<file path="config.mk">
export PLATFORM = sky130hd
export DESIGN_NAME = serial_parity_framer_flat
export DESIGN_NICKNAME = d
export VERILOG_FILES = /design/src/rtl/serial_parity_framer_pkg.sv /design/src/rtl/serial_parity_framer_if.sv /design/src/rtl/serial_parity_framer_accum.sv /design/src/rtl/serial_parity_framer.sv /design/src/flat_wrapper.sv
export SDC_FILE = /design/constraint.sdc
export NUM_CORES = 1
export LEC_CHECK = 0
export BUFFER_PORTS_ARGS = -buffer_cell sky130_fd_sc_hd__buf_2
export CAP_MARGIN = 20
export CORE_MARGIN = 10
export CORE_UTILIZATION = 40
export DETAILED_ROUTE_END_ITERATION = 12
export PLACE_DENSITY_LB_ADDON = 0.2
export SLEW_MARGIN = 20
export SYNTH_ARGS = -nofsm -noshare
export SYNTH_HDL_FRONTEND = slang
export SYNTH_HIERARCHICAL = 1
export SYNTH_SLANG_ARGS = --single-unit
</file>
<file path="constraint.sdc">
create_clock -name clk -period 3.99 [get_ports clk]
set_input_delay 0.1995 -clock clk [delete_from_list [all_inputs] [get_ports clk]]
set_output_delay 0.1995 -clock clk [all_outputs]
set_load 0.01 [all_outputs]
</file>
<file path="src/rtl/serial_parity_framer_pkg.sv">
// Shared types and constants for the serial parity framer.
package serial_parity_framer_pkg;

  // Output register occupancy.
  typedef enum logic {
    EMPTY = 1'b0,
    FULL  = 1'b1
  } out_state_t;

  // Parity-mode selectors.
  localparam logic PARITY_EVEN = 1'b0;
  localparam logic PARITY_ODD  = 1'b1;

  // Parity of a completed frame: running XOR of the earlier bits, the
  // final bit, and the mode bit (odd mode inverts the even result).
  function automatic logic frame_parity(logic run_par, logic last_bit, logic mode);
    return run_par ^ last_bit ^ mode;
  endfunction

endpackage

</file>
<file path="src/rtl/serial_parity_framer_if.sv">
// Serial-in / frame-out handshake bundle.
// master: the environment (drives upstream bits, consumes frames).
// slave : the framer itself.
interface serial_parity_framer_if #(
  parameter int DATA_W = 8
) ();

  logic              up_valid;
  logic              up_data;
  logic              up_ready;
  logic              down_valid;
  logic [DATA_W-1:0] down_data;
  logic              down_parity;
  logic              down_ready;

  modport master (
    output up_valid, up_data, down_ready,
    input  up_ready, down_valid, down_data, down_parity
  );

  modport slave (
    input  up_valid, up_data, down_ready,
    output up_ready, down_valid, down_data, down_parity
  );

endinterface

</file>
<file path="src/rtl/serial_parity_framer_accum.sv">
// Collect side of the framer: stores the first DATA_W-1 bits of a frame,
// counts accepted bits and keeps the running parity. The final bit of a
// frame is never stored here; the top level takes it straight from the
// input when it loads the output register.
module serial_parity_accum #(
  parameter int DATA_W = 8
) (
  input  logic              clk,
  input  logic              rst,
  input  logic              accept,
  input  logic              bit_in,
  output logic [DATA_W-2:0] acc,
  output logic              par,
  output logic              last
);

  localparam int CNT_W = (DATA_W > 2) ? $clog2(DATA_W) : 1;
  localparam logic [CNT_W-1:0] CNT_LAST = CNT_W'(DATA_W - 1);

  logic [CNT_W-1:0] cnt_reg;
  logic             par_reg;

  assign last = (cnt_reg == CNT_LAST);
  assign par  = par_reg;

  // Bit counter and running parity; both restart when a frame completes.
  always_ff @(posedge clk) begin
    if (rst) begin
      cnt_reg <= '0;
      par_reg <= 1'b0;
    end else if (accept) begin
      if (last) begin
        cnt_reg <= '0;
        par_reg <= 1'b0;
      end else begin
        cnt_reg <= cnt_reg + 1'b1;
        par_reg <= par_reg ^ bit_in;
      end
    end
  end

  // One storage flop per frame position, written when the counter points at it.
  generate
    for (genvar gi = 0; gi < DATA_W - 1; gi++) begin : g_acc
      logic bit_reg;

      // Capture the incoming bit into its position in the frame.
      always_ff @(posedge clk) begin
        if (rst) begin
          bit_reg <= 1'b0;
        end else if (accept && (cnt_reg == CNT_W'(gi))) begin
          bit_reg <= bit_in;
        end
      end

      assign acc[gi] = bit_reg;
    end
  endgenerate

endmodule

</file>
<file path="src/rtl/serial_parity_framer.sv">
// Serial-to-parallel framer with parity. Bits arrive one per transfer,
// LSB of the frame first; each completed frame is held in a one-deep
// output register behind a valid/ready handshake. Only the completing bit
// is ever stalled, so serial input keeps flowing while a frame waits.
module serial_parity_framer #(
  parameter int DATA_W     = 8,
  parameter bit PARITY_ODD = serial_parity_framer_pkg::PARITY_EVEN
) (
  input  logic                   clk,
  input  logic                   rst,
  serial_parity_framer_if.slave  bus
);

  import serial_parity_framer_pkg::*;

  logic [DATA_W-2:0] acc;
  logic              par;
  logic              last;
  logic              accept;
  logic              complete;

  out_state_t        state_reg;
  logic [DATA_W-1:0] data_reg;
  logic              parity_reg;

  // The completing bit may only enter when the output slot is free or is
  // being drained this very cycle.
  assign bus.up_ready    = !last || (state_reg == EMPTY) || bus.down_ready;
  assign accept          = bus.up_valid && bus.up_ready;
  assign complete        = accept && last;

  assign bus.down_valid  = (state_reg == FULL);
  assign bus.down_data   = data_reg;
  assign bus.down_parity = parity_reg;

  serial_parity_accum #(
    .DATA_W (DATA_W)
  ) u_accum (
    .clk    (clk),
    .rst    (rst),
    .accept (accept),
    .bit_in (bus.up_data),
    .acc    (acc),
    .par    (par),
    .last   (last)
  );

  // Output slot FSM: load on completion (replacing a frame drained in the
  // same cycle), empty on a drain without a concurrent completion.
  always_ff @(posedge clk) begin
    if (rst) begin
      state_reg  <= EMPTY;
      data_reg   <= '0;
      parity_reg <= 1'b0;
    end else begin
      case (state_reg)
        EMPTY: begin
          if (complete) begin
            state_reg  <= FULL;
            data_reg   <= {bus.up_data, acc};
            parity_reg <= frame_parity(par, bus.up_data, PARITY_ODD);
          end
        end
        FULL: begin
          if (complete) begin
            state_reg  <= FULL;
            data_reg   <= {bus.up_data, acc};
            parity_reg <= frame_parity(par, bus.up_data, PARITY_ODD);
          end else if (bus.down_ready) begin
            state_reg  <= EMPTY;
          end
        end
        default: begin
          state_reg <= EMPTY;
        end
      endcase
    end
  end

endmodule

</file>
<file path="src/flat_wrapper.sv">
// flat-port wrapper written by rule: the top's interface ports become plain ports
module serial_parity_framer_flat import serial_parity_framer_pkg::*;
#(
  parameter int DATA_W     = 8,
  parameter bit PARITY_ODD = serial_parity_framer_pkg::PARITY_EVEN
)
  (clk, rst, bus_up_valid, bus_up_data, bus_down_ready, bus_up_ready, bus_down_valid, bus_down_data, bus_down_parity);
  serial_parity_framer_if #(.DATA_W(DATA_W)) bus_i ();
  input  logic clk;
  input  logic rst;
  input wire logic [$bits(bus_i.up_valid)-1:0] bus_up_valid;
  input wire logic [$bits(bus_i.up_data)-1:0] bus_up_data;
  input wire logic [$bits(bus_i.down_ready)-1:0] bus_down_ready;
  output wire logic [$bits(bus_i.up_ready)-1:0] bus_up_ready;
  output wire logic [$bits(bus_i.down_valid)-1:0] bus_down_valid;
  output wire logic [$bits(bus_i.down_data)-1:0] bus_down_data;
  output wire logic [$bits(bus_i.down_parity)-1:0] bus_down_parity;
  assign bus_i.up_valid = bus_up_valid;
  assign bus_i.up_data = bus_up_data;
  assign bus_i.down_ready = bus_down_ready;
  assign bus_up_ready = bus_i.up_ready;
  assign bus_down_valid = bus_i.down_valid;
  assign bus_down_data = bus_i.down_data;
  assign bus_down_parity = bus_i.down_parity;
  serial_parity_framer #(.DATA_W(DATA_W), .PARITY_ODD(PARITY_ODD)) u_core (.clk(clk), .rst(rst), .bus(bus_i));
endmodule
</file>
== After elaboration in Yosys (flattened, before gate mapping) ==
Index checks and enable logic that the tools add are counted.
W data, S select, Z words.
Word-level totals
  bits in registers: 21
Cells by class
  add/subtract/negate cells: 1
  equal/unequal tests: 7
  mux-type cells: 8
  bitwise operators: 2
  reductions and logical operators: 13
Operators by type and width (number)
  $eq A3 B3 Y1 const B: 4
  $logic_and A1 B1 Y1: 9
  $mux W8: 1
  $eq A3 B2 Y1 const B: 2
  $mux W1: 5
  $add A3 B1 Y3 const B: 1
  $eq A3 B1 Y1 const B: 1
  $logic_not A3 Y1: 1
  $mux W3: 1
  $logic_or A1 B1 Y1: 2
  $pmux W1 S2: 1
  $logic_not A1 Y1: 1
  $not A1 Y1: 1
  $xor A1 B1 Y1: 1

== Longest topological paths before layout ==
Gate-level depths: netlist (run 1).
  word-level depth: 8
  mapped depth: 7

== Modules after synthesis ==
Netlist (run 1), hierarchy kept.
Modules (own cells, without submodules)
  serial_parity_accum: times used 1, cells an instance 63, area an instance 625.6 um2, sequential area each 220.2 um2
  serial_parity_framer: times used 1, cells an instance 48, area an instance 432.9 um2, sequential area each 200.2 um2

== Least setup slack after synthesis (run 1) ==
OpenSTA, ideal clock, no wires.
  kind: reg-to-reg
  start: register u_core.u_accum.cnt_reg[0]
  end: register u_core.u_accum.cnt_reg[0]
  setup time: 66 ps
  data arrival time: 1542 ps
  required time: 3924 ps
  setup slack: 2382 ps
  cell stages (with the launch flop): 7
  path buffers: 0
  period minus slack after synthesis: 1608 ps
  path through: dfxtp_1 ha_1 ha_1 nand2_1 and2_1 or3b_1 a21oi_2
On the way
  cells in the longest elaborated chain, start to end: 5
  elaborated cells on any way between the ends: 7
  those cells by class: 1 x add/sub; 1 x eq/ne; 1 x mux; 4 x reduce/logical
Ends and longest elaborated chain
  from (decl): RTL line serial_parity_framer_accum.sv:20  | logic [CNT_W-1:0] cnt_reg;
  from (signal assigned): RTL line serial_parity_framer_accum.sv:36  | cnt_reg <= cnt_reg + 1'b1;
  $eq A3 B3 Y1: RTL line serial_parity_framer_accum.sv:23  | assign last = (cnt_reg == CNT_LAST);
  net u_core.last: RTL line serial_parity_framer.sv:18  | logic last;
  $logic_not A1 Y1: RTL line serial_parity_framer.sv:28  | assign bus.up_ready = !last || (state_reg == EMPTY) || bus.down_ready;
  $logic_or A1 B1 Y1 (2 in series): RTL line serial_parity_framer.sv:28
  net bus_up_ready: RTL line flat_wrapper.sv:14  | output wire logic [$bits(bus_i.up_ready)-1:0] bus_up_ready;
  $logic_and A1 B1 Y1: RTL line serial_parity_framer.sv:29  | assign accept = bus.up_valid && bus.up_ready;
  net u_core.accept: RTL line serial_parity_framer.sv:19  | logic accept;
The timed path passes the listed nets, and every way through them passes these cells.
A chain may end at the register's enable or synchronous reset.

== Worst setup path after layout (run 1) ==
  start: register u_core.u_accum.cnt_reg[0]
  end: register u_core.u_accum.cnt_reg[0]
On the way
  cells in the longest elaborated chain, start to end: 5
  elaborated cells on any way between the ends: 7
  those cells by class: 1 x add/sub; 1 x eq/ne; 1 x mux; 4 x reduce/logical
Ends and longest elaborated chain (RTL line)
  $eq A3 B3 Y1: serial_parity_framer_accum.sv:23
  net u_core.last: serial_parity_framer.sv:18
  $logic_not A1 Y1: serial_parity_framer.sv:28
  $logic_or A1 B1 Y1 (2 in series): serial_parity_framer.sv:28
  $logic_and A1 B1 Y1: serial_parity_framer.sv:29
  net u_core.accept: serial_parity_framer.sv:19
The timed path passes the listed nets, and every way through them passes these cells.

==> results of run 1 <==
-- cell families (layout without fill, tap and decap cells) --
| logic type | Yosys count | after routing | synth area share [%] |
|---|---|---|---|
| buf+inv | 16 | 22 | 10.2 |
| fa+ha+maj | 7 | 7 | 8.27 |
| compound gates | 25 | 25 | 14.5 |
| flops | 21 | 21 | 39.7 |
| xor+xnor | 1 | 1 | 0.828 |
| simple gates | 34 | 34 | 19.9 |
| mux | 7 | 7 | 6.62 |
-- metrics by stage --
step	hold slack (ns)	area, um2	cells
after floorplan	0.347	1060	111
after global placement	0.452	1070	143
after detailed placement	0.466	1070	143
after CTS	0.191	1100	147
after global routing	0.198	1100	147
final	0.204	1100	147
-- worst max path at each step --
stage / end / slack [ns] / depth (start not counted)
after floorplan: u_core/u_accum/cnt_reg[0] / 2.38 / 6
after global placement: u_core/u_accum/cnt_reg[0] / 2.17 / 6
after detailed placement: u_core/u_accum/cnt_reg[0] / 2.07 / 6
after CTS: u_core/u_accum/cnt_reg[0] / 2.04 / 6
after global routing: u_core/u_accum/cnt_reg[0] / 1.91 / 6
final: u_core/u_accum/cnt_reg[0] / 2.05 / 6
-- layer usage --
metal | GRT usage [%] | part of all wire [%]
met5 | 0 | 0
met1 | 7.89 | 45
met3 | 3.72 | 6.5
met2 | 13.8 | 48
met4 | 1.94 | 0.62
-- tightest hold or removal path: stages --
cell and delay, ns:
buf_2 0.14, nand3_1 0.08, a21oi_1 0.06
-- cells in the mapped netlist, types with 2 or more instances --
cell type	number
a21oi_1	10
a21oi_2	2
buf_2	2
buf_4	9
dfxtp_1	21
ha_1	7
inv_1	3
mux2i_1	7
nand2_1	2
nand2b_1	8
nand3_1	12
nand3b_1	3
nor2_1	2
o21ai_0	9
-- power groups by stage --
stage	Clock [mW]	Combinational, mW	Sequential, mW
4_1_cts	0.109	0.0304	0.219
3_5_place_dp	0	0.0302	0.224
5_1_grt	0.119	0.0332	0.221
3_3_place_gp	0	0.0291	0.224
2_1_floorplan	0	0.0255	0.223
6_report	0.103	0.0298	0.219
-- cell type report --
class	count	area [um2]	share of cell area, %
Multi-Input combinational cell	74	531	48.1
Sequential cell	21	420	38.1
Timing Repair Buffer	15	75.1	6.81
Tap cell	30	37.5	3.41
Clock buffer	3	22.5	2.04
Inverter	3	11.3	1.02
Clock inverter	1	5.00	0.454
==> key figures, run 1 <==
Placed design
  • Setup WS pre-CTS: 2.07 ns
  • Gpl congestion: 0.709
  • DP HPWL: 1420 um
  • IO Port Bufs: 15

Route
  • DR iter-0 viols: 41
  • Via-per-instance ratio: 5.05
  • Final ANT Viol Nets: 0
  • Wire per inst: 13.2 um
  • Router iterations before antenna repair: 4
  • Remaining DRCs: 0
  • Via count: 742
  • Routed wire length: 1950 um

Critical path
  • R2R Setup Slk: 2.05 ns
  • CP top delay family: simple AND/OR/NAND/NOR gates
  • FF-to-FF path depth: 6
  • Slowest CP cell: and2_1
  • Worst path max stage delay: 0.43 ns
  • CP Max Fanout: 15
  • Cell seen most often among critical-path stages: ha_1
  • Worst Setup SP: u_core/u_accum/cnt_reg[0]
  • Cell Chain, Critical Path: ha_1 -> ha_1 -> nand2_1 -> and2_1 -> or3b_1 -> a21oi_2
  • Reg2reg start: u_core/u_accum/cnt_reg[0]
  • RR Endpoint: u_core/u_accum/cnt_reg[0]
  • Crit path buffers/inverters: 0
  • Critical Path End Type: flip-flop
  • Required time worst endpoint: 4.23 ns
  • Startpoint types: flip-flop
  • CP arrival: 2.18 ns
  • Setup Crit Path Kind: reg2reg

Power and ir drop
  • Overall Power: 353 uW
  • Clock share of power: 29.3%
  • Combinational power share: 8.5%
  • Net load switching power: 87.2 uW
  • Net Sw Frac: 24.7%
  • Pwr/cell area: 320 mW/mm2
  • Cell internal pwr: 265 uW
  • Reg power frac: 62.2%
  • LEAKAGE: 0.470 nW
  • VDD IR max: 0.210 mV

Finish
  • Max reg flops: 8
  • Layout cells sized above 1: 21.4%
  • Nets: 130
  • Fillers: 246
  • Finished Core Util: 44.1%
  • Diode count: 0
  • Commonest non-fill, non-tap cells in the layout: dfxtp_1, buf_2, nand3_1
  • Synthesis-to-layout area growth: 4.14%
  • Most common cell after layout, fill and taps aside: dfxtp_1

Clock network
  • # resized after CTS: 0
  • CTS tree: done
  • Clock Pin Slew Worst Setup and Hold Paths: 0.12 ns
  • Clock Sinks: 21
  • Clock Latency Late Sink: 0.31 ns
  • Root Driver: clkbuf_4
  • Clk buf depth: 2
  • CTS Hold Bufs: 0
  • CTS Buf Count: 3
  • H-tree Lvls: 1
  • Post-CTS setup buffers: 0

Floorplan
  • Total die area: 0.00510 mm2
  • Die H: 71.4 um
  • Ports: 16
  • Num rows: 18
  • Core ar.: 0.00250 mm2
  • Die width: 71.4 um
  • Starting Density: 42.3%

Synthesis
  • Syn. warnings: 6
  • Syn Nets: 123
  • Post-synthesis instance total: 111
  • Predominant post-synthesis flop cell: dfxtp_1
  • Library cells used by synthesis: 28
  • Synthesized cell area: 0.00106 mm2
  • Largest area contributor in the netlist: dfxtp_1
  • Number of synthesized flops with an enable pin: 0
  • Async S/R FF share, synth: 0%
  • Sequential area share after synthesis: 39.7%
  • Area contributors post-synth: dfxtp_1, ha_1, mux2i_1, buf_4, nand3_1
  • Mean post-synth cell area: 9.54 um2
  • Yosys reg bits: 21
  • Yosys top cell area share: 39.7%

Min path
  • Hold depth: 3
  • Worst hold endpoint: u_core/bus.down_data[7]
  • Min-Delay Path Class: in2reg
  • HP Start: bus_up_data

GRT
  • Gr usage total: 7.74%
  • Largest net degree at the start of global routing: 24
  • Initial antenna violation count: 0
  • Gr ovfl total: 0
  • Vias in the first global route: 766
  • Global-route wire length before repair: 3330 um

Timing
  • Period Utilization, post-route: 48.7%
  • Final slew viol count: 0
  • RSZ-0062 raised after global routing: false
  • Max Freq: 0.515 GHz
  • Setup TNS Final: 0 ns
  • Slew headroom: 68.2%
  • Fin worst setup slack: 2.05 ns
  • Clock skew: 0.00787 ns
  • Final Hold Vio Count: 0
  • Final Setup Violations: 0
  • Worst-margin pin slew: 0.478 ns
  • Crit path time final: 1.94 ns

Flow run
  • Max_cap viols: 0

Run status
  • Status: complete, no violations
Power figures use the tool's default switching activity.
==> run 2, diff against run 1 <==
- ABC_AREA: not set -> 1
- clock period: 3.99 -> 1.7 ns (I/O delays scaled with it)
==> run 2 against run 1 <==
  * Sequential power increased by 140%
  * Via count increased by 12%
  * Cell count grew 32%
  * Critical path depth rose by 3
  * Non-clock buffer count grew 3
  * Largest power group unchanged
==> key figures, run 2 <==
Floorplan
  • Starting Density: 42.7%
  • Core ar.: 0.00252 mm2
  • Total die area: 0.00516 mm2
  • Num rows: 18
  • Die width: 71.9 um
  • Ports: 16
  • Die H: 71.9 um

GRT
  • Largest net degree at the start of global routing: 20
  • Gr ovfl total: 0
  • Global-route wire length before repair: 3260 um
  • Vias in the first global route: 772
  • Gr usage total: 7.59%
  • Initial antenna violation count: 0

Clock network
  • CTS Buf Count: 3
  • Clock Sinks: 21
  • H-tree Lvls: 1
  • Clk buf depth: 2
  • Post-CTS setup buffers: 0
  • Clock Latency Late Sink: 0.30 ns
  • Clock Pin Slew Worst Setup and Hold Paths: 0.12 ns
  • CTS tree: done
  • Root Driver: clkbuf_4

Finish
  • Max reg flops: 8
  • Post-route design area: 0.00118 mm2
  • Finished Core Util: 46.8%
  • Diode count: 0
  • Layout cells sized above 1: 18.9%
  • Most common cell after layout, fill and taps aside: nand2_1
  • Commonest non-fill, non-tap cells in the layout: nand2_1, nor2_1, inv_1
  • Nets: 177
  • Synthesis-to-layout area growth: 9.65%
  • Fillers: 263
  • Non-Filler Instances: 194

Synthesis
  • Async S/R FF share, synth: 0%
  • Synthesized cell area: 0.00108 mm2
  • Predominant post-synthesis flop cell: dfxtp_1
  • Syn. warnings: 6
  • Most common cell in the synthesized netlist: nand2_1
  • Syn Nets: 164
  • Library cells used by synthesis: 19
  • Number of synthesized flops with an enable pin: 0
  • Yosys top cell area share: 39.1%
  • Post-synthesis instance total: 152
  • Top cells by count, synth: nand2_1, nor2_1, dfxtp_1, inv_1
  • Yosys reg bits: 21
  • Area contributors post-synth: dfxtp_1, nand2_1, nor2_1, ha_1, inv_1
  • Mean post-synth cell area: 7.08 um2
  • Largest area contributor in the netlist: dfxtp_1
  • Sequential area share after synthesis: 39.1%

Critical path
  • CP arrival: 1.78 ns
  • Startpoint types: flip-flop
  • FF-to-FF path depth: 9
  • Worst Setup SP: u_core/u_accum/cnt_reg[1]
  • Setup Crit Path Kind: reg2reg
  • RR Endpoint: u_core/u_accum/g_acc[0].bit_reg
  • CP Capture Point: u_core/u_accum/g_acc[0].bit_reg
  • Required time worst endpoint: 1.91 ns
  • CP Max Fanout: 13
  • Critical Path End Type: flip-flop
  • Reg2reg start: u_core/u_accum/cnt_reg[1]
  • R2R Setup Slk: 0.13 ns

Timing
  • Period Utilization, post-route: 92.1%
  • Min Hold Slack: 0.140 ns
  • Fin worst setup slack: 0.135 ns
  • Setup TNS Final: 0 ns
  • Final Setup Violations: 0
  • RSZ-0062 raised after global routing: false
  • Final Hold Vio Count: 0
  • Max Freq: 0.639 GHz
  • Crit path time final: 1.57 ns
  • Clock skew: 0.00335 ns
  • Final slew viol count: 0
  • Worst-margin pin slew: 0.289 ns
  • Slew headroom: 80.6%

Power and ir drop
  • Overall Power: 860 uW
  • VDD IR max: 0.427 mV
  • LEAKAGE: 0.646 nW
  • Pwr/cell area: 729 mW/mm2

Placed design
  • Gpl congestion: 0.748
  • IO Port Bufs: 15
  • Placed Area: 0.00114 mm2
  • Placed Cells: 189
  • DP HPWL: 1370 um
  • Setup WS pre-CTS: 0.0696 ns

Route
  • Final ANT Viol Nets: 0
  • DR iter-0 viols: 25
  • Via count: 834
  • Wire per inst: 9.57 um
  • Via-per-instance ratio: 4.30
  • Router iterations before antenna repair: 4
  • Remaining DRCs: 0
  • Routed wire length: 1860 um

Run status
  • Status: complete, no violations

Flow run
  • Max_cap viols: 0

Min path
  • Min-Delay Path Class: in2reg
-- run 2: cell types whose count changed after synthesis, sizes merged, moves of 2 or more --
cell	before	now
nand2	2	37
buf	13	10
nor2	2	32
clkinv	0	2
nand3	12	9
o21ai	9	5
inv	3	23
mux2i	7	0
a21oi	12	4
nand3b	3	0
nand2b	9	0
-- run 2: worst max-delay path, cell delays in order, from the launching register on --
cell and delay (ns):
dfxtp_1 0.38, ha_2 0.21, ha_2 0.21, nand3_1 0.09
and2_1 0.17, buf_12 0.15, nand3_1 0.11, nand2_1 0.06
nand2_1 0.05, nor2_1 0.04
-- run 2: logic make-up after synthesis --
family,synth area share (%)
simple gates,31.6
buf+inv,16.2
flops,39.1
compound gates,4.19
fa+ha+maj,8.14
xor+xnor,0.814
-- run 2: area by class of cell --
| cell class | count | area [um2] | share of cell area [%] |
|---|---|---|---|
| Clock buffer | 3 | 22.5 | 1.91 |
| Clock inverter | 1 | 5.00 | 0.424 |
| Inverter | 25 | 93.8 | 7.95 |
| Multi-Input combinational cell | 96 | 487 | 41.3 |
| Sequential cell | 21 | 422 | 35.7 |
| Tap cell | 30 | 37.5 | 3.18 |
| Timing Repair Buffer | 18 | 113 | 9.54 |
-- run 2: where the power goes --
part           leakage [nW]  switching, mW  total, mW  internal, mW
combinational         0.457         0.0602     0.0990        0.0388
sequential            0.171        0.00962      0.518         0.509
clock                0.0177          0.155      0.243        0.0876
-- run 2: how the worst min path moves through the flow --
stage / end / depth (start not counted) / slack (ns) / start
after CTS: u_core/u_accum/g_acc[5].bit_reg / 3 / 0.13 / bus_up_data
after global placement: u_core/u_accum/g_acc[3].bit_reg / 2 / 0.28 / rst
after global routing: u_core/u_accum/g_acc[5].bit_reg / 3 / 0.13 / bus_up_data
final: u_core/u_accum/g_acc[4].bit_reg / 3 / 0.14 / bus_up_data
after floorplan: u_core/u_accum/g_acc[3].bit_reg / 1 / 0.15 / rst
after detailed placement: u_core/u_accum/g_acc[3].bit_reg / 2 / 0.29 / rst
-- run 2: timing repair --
item	4_1_cts	5_1_grt
hold endpoints to repair	1	0
endpoints found under the setup margin	0	11
gates resized for setup	0	4
hold buffers	1	0
-- run 2: per-layer routing --
metal  vias up  part of all wire, %  track usage [%]
met2         8                   44             12.0
li1        467                    -                -
met1       357                   51             9.11
met4         0                 0.65             3.23
met5         -                    0                0
met3         2                  4.4             2.62
==> run 3, diff against run 2 <==
- CAP_MARGIN: 20 -> not set
- PLACE_DENSITY_LB_ADDON: 0.2 -> 0.25
==> run 3 against run 2 <==
  * Register-to-register slack gained 0.02 ns
  * Wire length grew 2.6%
  * Fmax grew 1.6%
  * Largest power group unchanged
==> key figures, run 3 (synthesized netlist as in run 2, its figures left out) <==
Run status
  • Status: complete, no violations

GRT
  • Gr ovfl total: 0
  • Global-route wire length before repair: 3400 um
  • Gr usage total: 7.70%
  • Largest net degree at the start of global routing: 20
  • Initial antenna violation count: 0
  • Vias in the first global route: 788

Critical path
  • Reg2reg start: u_core/u_accum/cnt_reg[0]
  • RR Endpoint: u_core/u_accum/cnt_reg[0]
  • Worst Setup SP: u_core/u_accum/cnt_reg[0]
  • Required time worst endpoint: 1.90 ns
  • Setup Crit Path Kind: reg2reg
  • Startpoint types: flip-flop
  • CP arrival: 1.74 ns
  • R2R Setup Slk: 0.16 ns
  • CP Max Fanout: 13
  • Critical Path End Type: flip-flop
  • FF-to-FF path depth: 8
  • CP Capture Point: u_core/u_accum/cnt_reg[0]

Placed design
  • Gpl congestion: 0.772
  • IO Port Bufs: 15
  • Placed Area: 0.00114 mm2
  • DP HPWL: 1430 um

Route
  • Via count: 837
  • Routed wire length: 1910 um
  • Final ANT Viol Nets: 0
  • DR iter-0 viols: 14
  • Via-per-instance ratio: 4.31
  • Router iterations before antenna repair: 4
  • Remaining DRCs: 0
  • Wire per inst: 9.82 um

Clock network
  • CTS Buf Count: 3
  • CTS tree: done
  • H-tree Lvls: 1
  • Root Driver: clkbuf_4
  • Clk buf depth: 2
  • Clock Latency Late Sink: 0.30 ns
  • Clock Sinks: 21
  • Clock Pin Slew Worst Setup and Hold Paths: 0.12 ns

Timing
  • RSZ-0062 raised after global routing: false
  • Worst-margin pin slew: 0.287 ns
  • Setup TNS Final: 0 ns
  • Final slew viol count: 0
  • Final Setup Violations: 0
  • Min Hold Slack: 0.138 ns
  • Max Freq: 0.649 GHz
  • Crit path time final: 1.54 ns
  • Slew headroom: 80.7%
  • Final Hold Vio Count: 0
  • Clock skew: 0.00491 ns
  • Period Utilization, post-route: 90.7%

Finish
  • Post-route design area: 0.00118 mm2
  • Fillers: 265
  • Diode count: 0
  • Synthesis-to-layout area growth: 9.77%
  • Max reg flops: 8
  • Nets: 177
  • Layout cells sized above 1: 19.5%
  • Most common cell after layout, fill and taps aside: nand2_1
  • Commonest non-fill, non-tap cells in the layout: nand2_1, nor2_1, inv_1

Min path
  • Min-Delay Path Class: in2reg

Power and ir drop
  • Overall Power: 861 uW
  • Pwr/cell area: 729 mW/mm2
  • LEAKAGE: 0.646 nW
  • VDD IR max: 0.389 mV

Floorplan
  • Ports: 16
  • Total die area: 0.00516 mm2
  • Starting Density: 42.7%
  • Die width: 71.9 um
  • Die H: 71.9 um
  • Core ar.: 0.00252 mm2
  • Num rows: 18

Flow run
  • Max_cap viols: 0
[run 3: how the worst min path moves through the flow]
stage                      from                              end  slack [ns]  depth (start not counted)
floorplan                   rst  u_core/u_accum/g_acc[3].bit_reg        0.15                          1
global placement            rst  u_core/u_accum/g_acc[3].bit_reg        0.28                          2
detailed placement          rst  u_core/u_accum/g_acc[3].bit_reg        0.29                          2
CTS                 bus_up_data  u_core/u_accum/g_acc[5].bit_reg        0.13                          3
global route        bus_up_data  u_core/u_accum/g_acc[5].bit_reg        0.13                          3
finish              bus_up_data  u_core/u_accum/g_acc[5].bit_reg        0.14                          3
[run 3: where the power goes]
group | leakage (nW) | switching [mW] | internal (mW)
logic | 0.458 | 0.0609 | 0.0388
clock network | 0.0177 | 0.154 | 0.0877
registers | 0.171 | 0.0102 | 0.509
[run 3: cell type report]
type | count | area [um2] | share of cell area, %
Sequential cell | 21 | 423 | 35.8
Clock inverter | 1 | 5.00 | 0.424
Tap cell | 30 | 37.5 | 3.18
Clock buffer | 3 | 22.5 | 1.91
Timing Repair Buffer | 18 | 113 | 9.53
Multi-Input combinational cell | 96 | 487 | 41.2
Inverter | 25 | 93.8 | 7.94
[run 3: repair_timing]
action	in CTS	in global routing
hold endpoints to repair	1	0
setup endpoints to repair	0	7
resized for setup	0	4
buffers inserted	0	0
hold buffers	1	0
[run 3: metrics by stage]
stage | std cells | util [%] | worst slack (ns)
2_1_floorplan | 152 | - | 0.0895
3_3_place_gp | 189 | 45.0 | 0.151
3_5_place_dp | 189 | 45.0 | 0.0895
4_1_cts | 194 | 46.5 | 0.0705
5_1_grt | 194 | 46.8 | 0.0133
6_report | 194 | 46.8 | 0.159
[run 3: per-layer routing]
layer  vias to the layer above  global-route usage (%)  part of all wire, %
met3                         2                    2.89                  5.6
met1                       359                    9.18                   48
met4                         0                    2.58                 0.42
met2                         8                    12.4                   46
li1                        468                       -                    -
met5                         -                       0                    0
[run 3: critical path: stages, from the launching register on]
cell	delay, ns
dfxtp_2	0.35
ha_2	0.20
ha_2	0.20
nand3_1	0.09
and2_1	0.17
buf_12	0.14
inv_2	0.05
o21ai_0	0.18
nor2_1	0.06
